$ cat config.mk
export PLATFORM = sky130hd
export DESIGN_NAME = regfile_dump_reader_flat
export DESIGN_NICKNAME = d
export VERILOG_FILES = /design/src/rtl/regfile_dump_reader_if.sv /design/src/rtl/regfile_dump_reader.sv /design/src/flat_wrapper.sv
export SDC_FILE = /design/constraint.sdc
export NUM_CORES = 1
export LEC_CHECK = 0
export CAP_MARGIN = 20
export CELL_PAD_IN_SITES_DETAIL_PLACEMENT = 0
export CELL_PAD_IN_SITES_GLOBAL_PLACEMENT = 1
export CORE_UTILIZATION = 29
export CTS_CLUSTER_DIAMETER = 40
export DETAILED_ROUTE_END_ITERATION = 10
export PLACE_DENSITY = 0.76
export SLEW_MARGIN = 20
export SYNTH_ARGS = -nofsm -noshare
export SYNTH_HDL_FRONTEND = slang
export SYNTH_SLANG_ARGS = --single-unit
$ cat constraint.sdc
create_clock -name clock -period 1.4 [get_ports clock]
set_input_delay 0.35 -clock clock [delete_from_list [all_inputs] [get_ports clock]]
set_output_delay 0.35 -clock clock [all_outputs]
set_load 0.03 [all_outputs]
$ cat src/rtl/regfile_dump_reader_if.sv
// Output stream of the register-file dump reader: one (index, data, last)
// word per valid/ready handshake.
interface regfile_dump_reader_if #(
    parameter int ADDR_W = 5,
    parameter int DATA_W = 32
);
    logic              out_valid;
    logic              out_ready;
    logic [ADDR_W-1:0] out_index;
    logic [DATA_W-1:0] out_data;
    logic              out_last;

    // Producer side: the dump reader.
    modport master (
        output out_valid,
        output out_index,
        output out_data,
        output out_last,
        input  out_ready
    );

    // Consumer side: whoever collects the dumped state.
    modport slave (
        input  out_valid,
        input  out_index,
        input  out_data,
        input  out_last,
        output out_ready
    );
endinterface

$ cat src/rtl/regfile_dump_reader.sv
// Sequential register-file dump reader. On a start request in IDLE it walks
// registers FIRST_REG..NUM_REGS-1 through a single read port, captures each
// value in READ and presents it as a stream word in SEND until accepted.
// Every word costs two cycles (READ + SEND) with the consumer always ready.
module regfile_dump_reader #(
    parameter int NUM_REGS  = 32,
    parameter int ADDR_W    = 5,
    parameter int DATA_W    = 32,
    parameter int FIRST_REG = 0
) (
    input  logic                   clock,
    input  logic                   reset_n,
    input  logic                   start,
    output logic [ADDR_W-1:0]      rd_addr,
    input  logic [DATA_W-1:0]      rd_data,
    regfile_dump_reader_if.master  out_if,
    output logic                   busy,
    output logic                   done
);

    typedef enum logic [1:0] {
        ST_IDLE = 2'd0,
        ST_READ = 2'd1,
        ST_SEND = 2'd2,
        ST_DONE = 2'd3
    } state_t;

    localparam logic [ADDR_W-1:0] FIRST_IDX = ADDR_W'(FIRST_REG);
    localparam logic [ADDR_W-1:0] LAST_IDX  = ADDR_W'(NUM_REGS - 1);
    localparam logic [ADDR_W-1:0] IDX_ONE   = ADDR_W'(1);

    state_t            state_q, state_d;
    logic [ADDR_W-1:0] idx_q, idx_d;
    logic              valid_q, valid_d;
    logic [ADDR_W-1:0] index_q, index_d;
    logic [DATA_W-1:0] data_q, data_d;
    logic              last_q, last_d;
    logic [ADDR_W-1:0] rd_addr_s;
    logic              handshake_s;

    assign handshake_s = valid_q & out_if.out_ready;

    // State and output registers; synchronous reset abandons any dump in flight.
    always_ff @(posedge clock) begin
        if (!reset_n) begin
            state_q <= ST_IDLE;
            idx_q   <= '0;
            valid_q <= 1'b0;
            index_q <= '0;
            data_q  <= '0;
            last_q  <= 1'b0;
        end else begin
            state_q <= state_d;
            idx_q   <= idx_d;
            valid_q <= valid_d;
            index_q <= index_d;
            data_q  <= data_d;
            last_q  <= last_d;
        end
    end

    // Next-state logic: read address is driven only while capturing in READ.
    always_comb begin
        state_d   = state_q;
        idx_d     = idx_q;
        valid_d   = valid_q;
        index_d   = index_q;
        data_d    = data_q;
        last_d    = last_q;
        rd_addr_s = '0;
        case (state_q)
            ST_IDLE: begin
                if (start) begin
                    idx_d   = FIRST_IDX;
                    state_d = ST_READ;
                end else begin
                    state_d = ST_IDLE;
                end
            end
            ST_READ: begin
                rd_addr_s = idx_q;
                data_d    = rd_data;
                index_d   = idx_q;
                last_d    = (idx_q == LAST_IDX);
                valid_d   = 1'b1;
                state_d   = ST_SEND;
            end
            ST_SEND: begin
                if (handshake_s) begin
                    valid_d = 1'b0;
                    if (last_q) begin
                        state_d = ST_DONE;
                    end else begin
                        // Not last, so idx is below LAST_IDX and cannot wrap.
                        idx_d   = idx_q + IDX_ONE;
                        state_d = ST_READ;
                    end
                end else begin
                    state_d = ST_SEND;
                end
            end
            ST_DONE: begin
                state_d = ST_IDLE;
            end
            default: begin
                state_d = ST_IDLE;
                valid_d = 1'b0;
            end
        endcase
    end

    assign rd_addr          = rd_addr_s;
    assign busy             = (state_q != ST_IDLE);
    assign done             = (state_q == ST_DONE);
    assign out_if.out_valid = valid_q;
    assign out_if.out_index = index_q;
    assign out_if.out_data  = data_q;
    assign out_if.out_last  = last_q;

endmodule

$ cat src/flat_wrapper.sv
// flat-port wrapper written by rule: the top's interface ports become plain ports
module regfile_dump_reader_flat 
#(
    parameter int NUM_REGS  = 32,
    parameter int ADDR_W    = 5,
    parameter int DATA_W    = 32,
    parameter int FIRST_REG = 0
)
  (clock, reset_n, start, rd_addr, rd_data, busy, done, out_if_out_valid, out_if_out_index, out_if_out_data, out_if_out_last, out_if_out_ready);
  regfile_dump_reader_if #(.ADDR_W(ADDR_W), .DATA_W(DATA_W)) out_if_i ();
  input  logic clock;
  input  logic reset_n;
  input  logic start;
  output logic [ADDR_W-1:0] rd_addr;
  input  logic [DATA_W-1:0] rd_data;
  output logic busy;
  output logic done;
  output wire logic [$bits(out_if_i.out_valid)-1:0] out_if_out_valid;
  output wire logic [$bits(out_if_i.out_index)-1:0] out_if_out_index;
  output wire logic [$bits(out_if_i.out_data)-1:0] out_if_out_data;
  output wire logic [$bits(out_if_i.out_last)-1:0] out_if_out_last;
  input wire logic [$bits(out_if_i.out_ready)-1:0] out_if_out_ready;
  assign out_if_out_valid = out_if_i.out_valid;
  assign out_if_out_index = out_if_i.out_index;
  assign out_if_out_data = out_if_i.out_data;
  assign out_if_out_last = out_if_i.out_last;
  assign out_if_i.out_ready = out_if_out_ready;
  regfile_dump_reader #(.NUM_REGS(NUM_REGS), .ADDR_W(ADDR_W), .DATA_W(DATA_W), .FIRST_REG(FIRST_REG)) u_core (.clock(clock), .reset_n(reset_n), .start(start), .rd_addr(rd_addr), .rd_data(rd_data), .out_if(out_if_i), .busy(busy), .done(done));
endmodule
==> flow_summary.ini, run 1 <==
[run_status]
run_status = finished with violations
failed_checks = setup timing

[global_route]
grt_overflow = 0
grt_start_max_net_pins = 31
globalRouteTotalUtil = 0.141
number_of_global_route_vias_before_repair = 1580
antenna_found_initial = 0
grt_first_pass_wirelength_um = 7310

[route]
avgRoutedWirePerCell_um = 12.1
wl_um = 4730
via_count = 1712
via_per_inst = 4.39
drc_errors = 0
drtIter0Drc = 50
drt_pass1_iterations = 3
antenna_left = 0

[synth]
synth_fp_nets = 251
avgSynthCellArea_um2 = 8.69
synth.yosys.warnings = 0
syn-instance-count = 213
synth.top_cells.by_area = sky130_fd_sc_hd__dfxtp_1 (50%), sky130_fd_sc_hd__nand2_1 (15%), sky130_fd_sc_hd__a21boi_0 (14%), sky130_fd_sc_hd__and2_1 (3.7%), sky130_fd_sc_hd__nand2b_1 (2.0%)
yosys.cell_count.top_type = sky130_fd_sc_hd__nand2_1
netlist_top_cells_count = sky130_fd_sc_hd__nand2_1 (72), sky130_fd_sc_hd__dfxtp_1 (46), sky130_fd_sc_hd__a21boi_0 (34)
mappedNetlistArea_um2 = 1850
synth_cell_types = 27
yosys_register_bits = 46
synth-seq-area-share = 0.497
synth_enable_flop_cells = 0
dominantRegCellSynth = sky130_fd_sc_hd__dfxtp_1
netlist.area_leader.share = 0.497
synth.largest_area_cell = sky130_fd_sc_hd__dfxtp_1
ys_async_sr_fraction = 0

[layout]
syn_to_final_growth_pct = 66.4
fillers = 610
ratio_of_cells_with_drive_above_1_in_the_final_layout = 0.213
final_cells = 390
finish.utilization = 0.511
antenna_diode_count = 0
postLayoutCellArea_um2 = 3080
nNetsFinal = 354

[cts]
cts-htree-levels = 2
cts-root-buf = sky130_fd_sc_hd__clkbuf_8
cts-root-to-sink-buffers = 2
tritoncts = yes
tritoncts_num_sinks = 46
tritoncts.num_buffers = 5
path_clk_slew_ns = 0.08
cts_hold_buf = 0
clkLatencyLatePin_ns = 0.28

[setup_path]
worst_ep_required_time_ns = 1.05
worstPathArrival_ns = 1.28
crit_path_max_fanout = 7
worst_setup_path_end_kind = primary output
path_class = flip-flop to primary output
setup.worst_path.start_class = flip-flop

[placement]
placed_cells_incl_taps = 371
final_replace_weighted_congestion = 0.735
post-place-ws_ns = -0.332
detailed_placer_s_ending_hpwl_um = 3090
port_buffers = 81
dpl_cell_area_um2 = 2790

[timing]
layout_worst_path_cycle_share = 1.16
skew_ns = 0.00397
rsz_0062_raised_after_global_routing = yes
slew_violations = 0
timing.setup.tns_ns = -1.20
final_worst_slack_ns = -0.230
fmax_mhz = 613
timing_hold_violations_final = 0
period_minus_slack_ns = 1.63
slew_headroom = 0.791
timing_worst_slew_pin_value_ns = 0.314
timing.final.setup_violations = 6

[floorplan]
die-area_um2 = 6710
floorplan.initialDensity = 0.307
core.rowCount = 28
floorplan.die.width_um = 81.9
core_region_area_um2 = 6030
design.portCount = 82
die_h_um = 81.9

[job]
maxCapViolations = 0

[power_and_ir_drop]
power_density_nw_per_um2 = 894
largest_vdd_supply_drop_uv = 458
power.leakage_nw = 1.29

[hold_path]
timing.hold.worst.class = flip-flop to flip-flop
-- where the power goes --
group	internal (mW)	total, mW	switching, mW
combinational	0.300	0.588	0.288
sequential	1.36	1.39	0.0290
clock	0.381	0.774	0.393
-- per-layer routing --
layer,up-vias,routed length (um),global-route usage
met5,-,0,0
met1,759,2130,0.177
li1,903,-,-
met3,2,294,0.0411
met2,48,2290,0.233
met4,0,19,0.0368
-- cell type report --
| class | count | area [um2] | share of cell area |
|---|---|---|---|
| timing repair buffer | 110 | 1070 | 0.346 |
| sequential | 46 | 926 | 0.301 |
| multi-input combinational | 152 | 907 | 0.294 |
| tap | 75 | 93.8 | 0.0305 |
| clock buffer | 6 | 82.6 | 0.0268 |
| inverter | 1 | 3.75 | 0.00122 |
-- registers in the layout, summed over array words and instances, names as in the netlist --
signal                   cells
u_core.out_if.out_valid      1
u_core.idx_q                 5
u_core.out_if.out_data      32
u_core.state_q               2
u_core.out_if.out_last       1
u_core.out_if.out_index      5
-- critical path: stages (launching register included) --
cell	delay, ns
sky130_fd_sc_hd__dfxtp_2	0.33
sky130_fd_sc_hd__buf_6	0.10
sky130_fd_sc_hd__and2b_4	0.29
sky130_fd_sc_hd__and2_4	0.16
sky130_fd_sc_hd__buf_6	0.12
-- per-stage QoR --
stage,power (mW),hold slack (ns)
after floorplan,1.68,0.447
after global placement,1.96,0.448
after detailed placement,1.96,0.455
after CTS,2.74,0.465
after global routing,2.93,0.488
final,2.75,0.455
-- path summary, 6_finish.rpt --
path	from	end	slack (ns)	depth (start not counted)
worst min-delay path	u_core.out_if.out_data[27]	u_core.out_if.out_data[27]	0.46	2
worst max-delay path	u_core.state_q[1]	rd_addr[0]	-0.23	4
worst max register to register	u_core.state_q[1]	u_core.idx_q[3]	0.05	5
worst min register to register	u_core.out_if.out_data[27]	u_core.out_if.out_data[27]	0.46	2
-- cell families after synthesis --
| logic type | share of synthesized area |
|---|---|
| mux | 0.0162 |
| compound gates | 0.184 |
| buf+inv | 0.0405 |
| flops | 0.497 |
| fa+ha+maj | 0.0135 |
| simple gates | 0.248 |
-- cell usage in the layout (no fill, tap or decap), types with 2 or more instances in the layout --
master	n
sky130_fd_sc_hd__nand2_1	72
sky130_fd_sc_hd__dfxtp_1	42
sky130_fd_sc_hd__clkdlybuf4s50_1	34
sky130_fd_sc_hd__a21boi_0	30
sky130_fd_sc_hd__buf_4	26
sky130_fd_sc_hd__clkdlybuf4s15_1	23
sky130_fd_sc_hd__buf_6	9
sky130_fd_sc_hd__dlygate4sd2_1	8
sky130_fd_sc_hd__and2_4	6
sky130_fd_sc_hd__clkbuf_8	6
sky130_fd_sc_hd__and2_1	5
sky130_fd_sc_hd__o21a_1	5
sky130_fd_sc_hd__nand2b_1	5
sky130_fd_sc_hd__nand3_1	4
sky130_fd_sc_hd__a21boi_1	4
sky130_fd_sc_hd__clkbuf_2	4
sky130_fd_sc_hd__dfxtp_2	4
sky130_fd_sc_hd__mux2i_1	3
sky130_fd_sc_hd__o211ai_1	2
sky130_fd_sc_hd__ha_1	2
sky130_fd_sc_hd__clkbuf_16	2
sky130_fd_sc_hd__buf_12	2
-- what timing repair did --
| item | in CTS | in global routing |
|---|---|---|
| setup endpoints to repair | 62 | 61 |
| cloned | 0 | 3 |
| pin swaps | 5 | 1 |
| resized for setup | 57 | 52 |
| buffers inserted | 2 | 9 |
No activity file was read; power rests on OpenSTA's default activity.
==> inputs of run 2 (changes only) <==
Settings changed: CAP_MARGIN 20 to unset, CORE_ASPECT_RATIO set to 1.75, CORE_MARGIN set to 2.
==> run 2 against run 1 <==
  * The flow still finishes with violations (setup timing)
  * Global-route usage rose by 0.14 points
  * Combinational power fell by 11%
  * Final area fell by 4.0%
  * Worst hold slack got worse by 0.10 ns
  * Sequential cell count did not move
  * Utilization fell by 3.3 points
  * Clock skew rose by 0.0029 ns
  * Die area rose by 5.3%
  * Clock power rose by 7.2%
  * Critical path type unchanged
  * Largest power group unchanged
==> flow_summary.ini, run 2 (synthesis results as in run 1) <==
[route]
drtIter0Drc = 58
via_count = 1684
via_per_inst = 4.37
wl_um = 4720
antenna_left = 0
drt_pass1_iterations = 4
drc_errors = 0
avgRoutedWirePerCell_um = 12.3

[cts]
path_clk_slew_ns = 0.08
tritoncts.num_buffers = 5
cts-htree-levels = 2
cts-root-buf = sky130_fd_sc_hd__clkbuf_8
cts_hold_buf = 0
tritoncts_num_sinks = 46
tritoncts = yes
cts-root-to-sink-buffers = 2
clkLatencyLatePin_ns = 0.29

[setup_path]
worst_ep_required_time_ns = 1.05
critical_path.max_stage_delay_ns = 0.31
worstPathArrival_ns = 1.19
worst_setup_path_end_kind = primary output
setup.worst_path.start_class = flip-flop
critPathTopFamily = simple AND/OR/NAND/NOR gates
crit_path_max_fanout = 8
path_class = flip-flop to primary output
critical_path.slowest_cell = sky130_fd_sc_hd__dfxtp_1
worstPathBufferInverterCount = 1
cp_cell_sequence = and2b_4, and2_4, buf_6

[layout]
fillers = 634
antenna_diode_count = 0
syn_to_final_growth_pct = 59.7
ratio_of_cells_with_drive_above_1_in_the_final_layout = 0.177
layout_commonest_cell = sky130_fd_sc_hd__nand2_1
multi_input_area_um2 = 878
register_area_um2 = 923
finish.utilization = 0.478
final_cells = 385
largest_register_ffs = 32
mostFrequentLayoutCells = sky130_fd_sc_hd__nand2_1 (72), sky130_fd_sc_hd__dfxtp_1 (44), sky130_fd_sc_hd__a21boi_0 (34)
nNetsFinal = 342

[power_and_ir_drop]
power.leakage_nw = 1.19
power_mw = 2.75
power_density_nw_per_um2 = 930
power.switching_fraction = 0.266
pwr-share-comb = 0.191
pwr-share-clk = 0.302
largest_vdd_supply_drop_uv = 690
internal_power_mw = 2.02
power_frac_seq = 0.507
power.switching_mw = 0.732

[run_status]
failed_checks = setup timing
run_status = finished with violations

[placement]
post-place-ws_ns = -0.262
port_buffers = 81
placed_cells_incl_taps = 374
detailed_placer_s_ending_hpwl_um = 3410
final_replace_weighted_congestion = 0.780

[global_route]
grt_start_max_net_pins = 24
antenna_found_initial = 0
globalRouteTotalUtil = 0.142
number_of_global_route_vias_before_repair = 1641
grt_overflow = 0
grt_first_pass_wirelength_um = 7850

[job]
maxCapViolations = 0

[timing]
timing_hold_violations_final = 0
slew_headroom = 0.761
layout_worst_path_cycle_share = 1.10
slew_violations = 0
rsz_0062_raised_after_global_routing = yes
skew_ns = 0.00690
period_minus_slack_ns = 1.54
final_worst_slack_ns = -0.142
timing.final.setup_violations = 7
fmax_mhz = 648
timing_worst_slew_pin_value_ns = 0.357

[floorplan]
core_region_area_um2 = 6180
die_h_um = 110
die-area_um2 = 7070
floorplan.initialDensity = 0.300
core.rowCount = 38
floorplan.die.width_um = 64.4
design.portCount = 82

[hold_path]
timing.hold.worst.class = input pin to flip-flop
-- run 2: changes by cell type in the layout (fill, tap and decap cells not counted), moves of 4 or more --
cell and delta:
sky130_fd_sc_hd__buf_4 -10, sky130_fd_sc_hd__dlygate4sd2_1 -8, sky130_fd_sc_hd__clkdlybuf4s15_1 +5, sky130_fd_sc_hd__a21boi_0 +4
sky130_fd_sc_hd__a21boi_1 -4
-- run 2: area by class of cell --
type / instances / area share
repair buffers: 98 / 0.325
flip-flops and latches: 46 / 0.312
multi-input cells: 152 / 0.297
well taps: 80 / 0.0339
clock buffers: 7 / 0.0292
clock inverters: 1 / 0.00169
inverters: 1 / 0.00127
-- run 2: final timing paths --
kind	slack (ns)	endpoint	depth (start not counted)	startpoint
max	-0.14	rd_addr[3]	3	u_core.state_q[1]
min	0.36	u_core.out_if.out_valid	2	reset_n
max reg2reg	0.11	u_core.idx_q[4]	5	u_core.idx_q[0]
min reg2reg	0.46	u_core.out_if.out_data[3]	2	u_core.out_if.out_data[3]
-- run 2: timing repair --
action	4_1_cts	5_1_grt
setup buffers	4	0
endpoints found under the hold margin	0	0
pin swaps	1	0
resized for setup	56	38
setup endpoints to repair	41	54
-- run 2: power by group through the flow --
stage | logic [mW] | registers (mW) | clock network, mW
after floorplan | 0.159 | 1.52 | 0
after global placement | 0.534 | 1.42 | 0
after detailed placement | 0.537 | 1.42 | 0
after CTS | 0.533 | 1.39 | 0.878
after global routing | 0.573 | 1.40 | 0.924
final | 0.525 | 1.39 | 0.830
-- run 2: metal layers --
layer  GRT usage  vias to the layer above  wire [um]
li1            -                      876          -
met1       0.166                      751       1910
met2       0.253                       51       2490
met3      0.0194                        6        217
met4      0.0684                        0         99
met5           0                        -          0
-- run 2: through the flow --
stage                     TNS, ns  hold WS, ns  area, um2
after floorplan                 0        0.447       1850
after global placement     -0.788        0.450       2810
after detailed placement   -0.858        0.455       2810
after CTS                  -0.929        0.347       2950
after global routing        -1.14        0.361       2960
final                      -0.774        0.355       2960
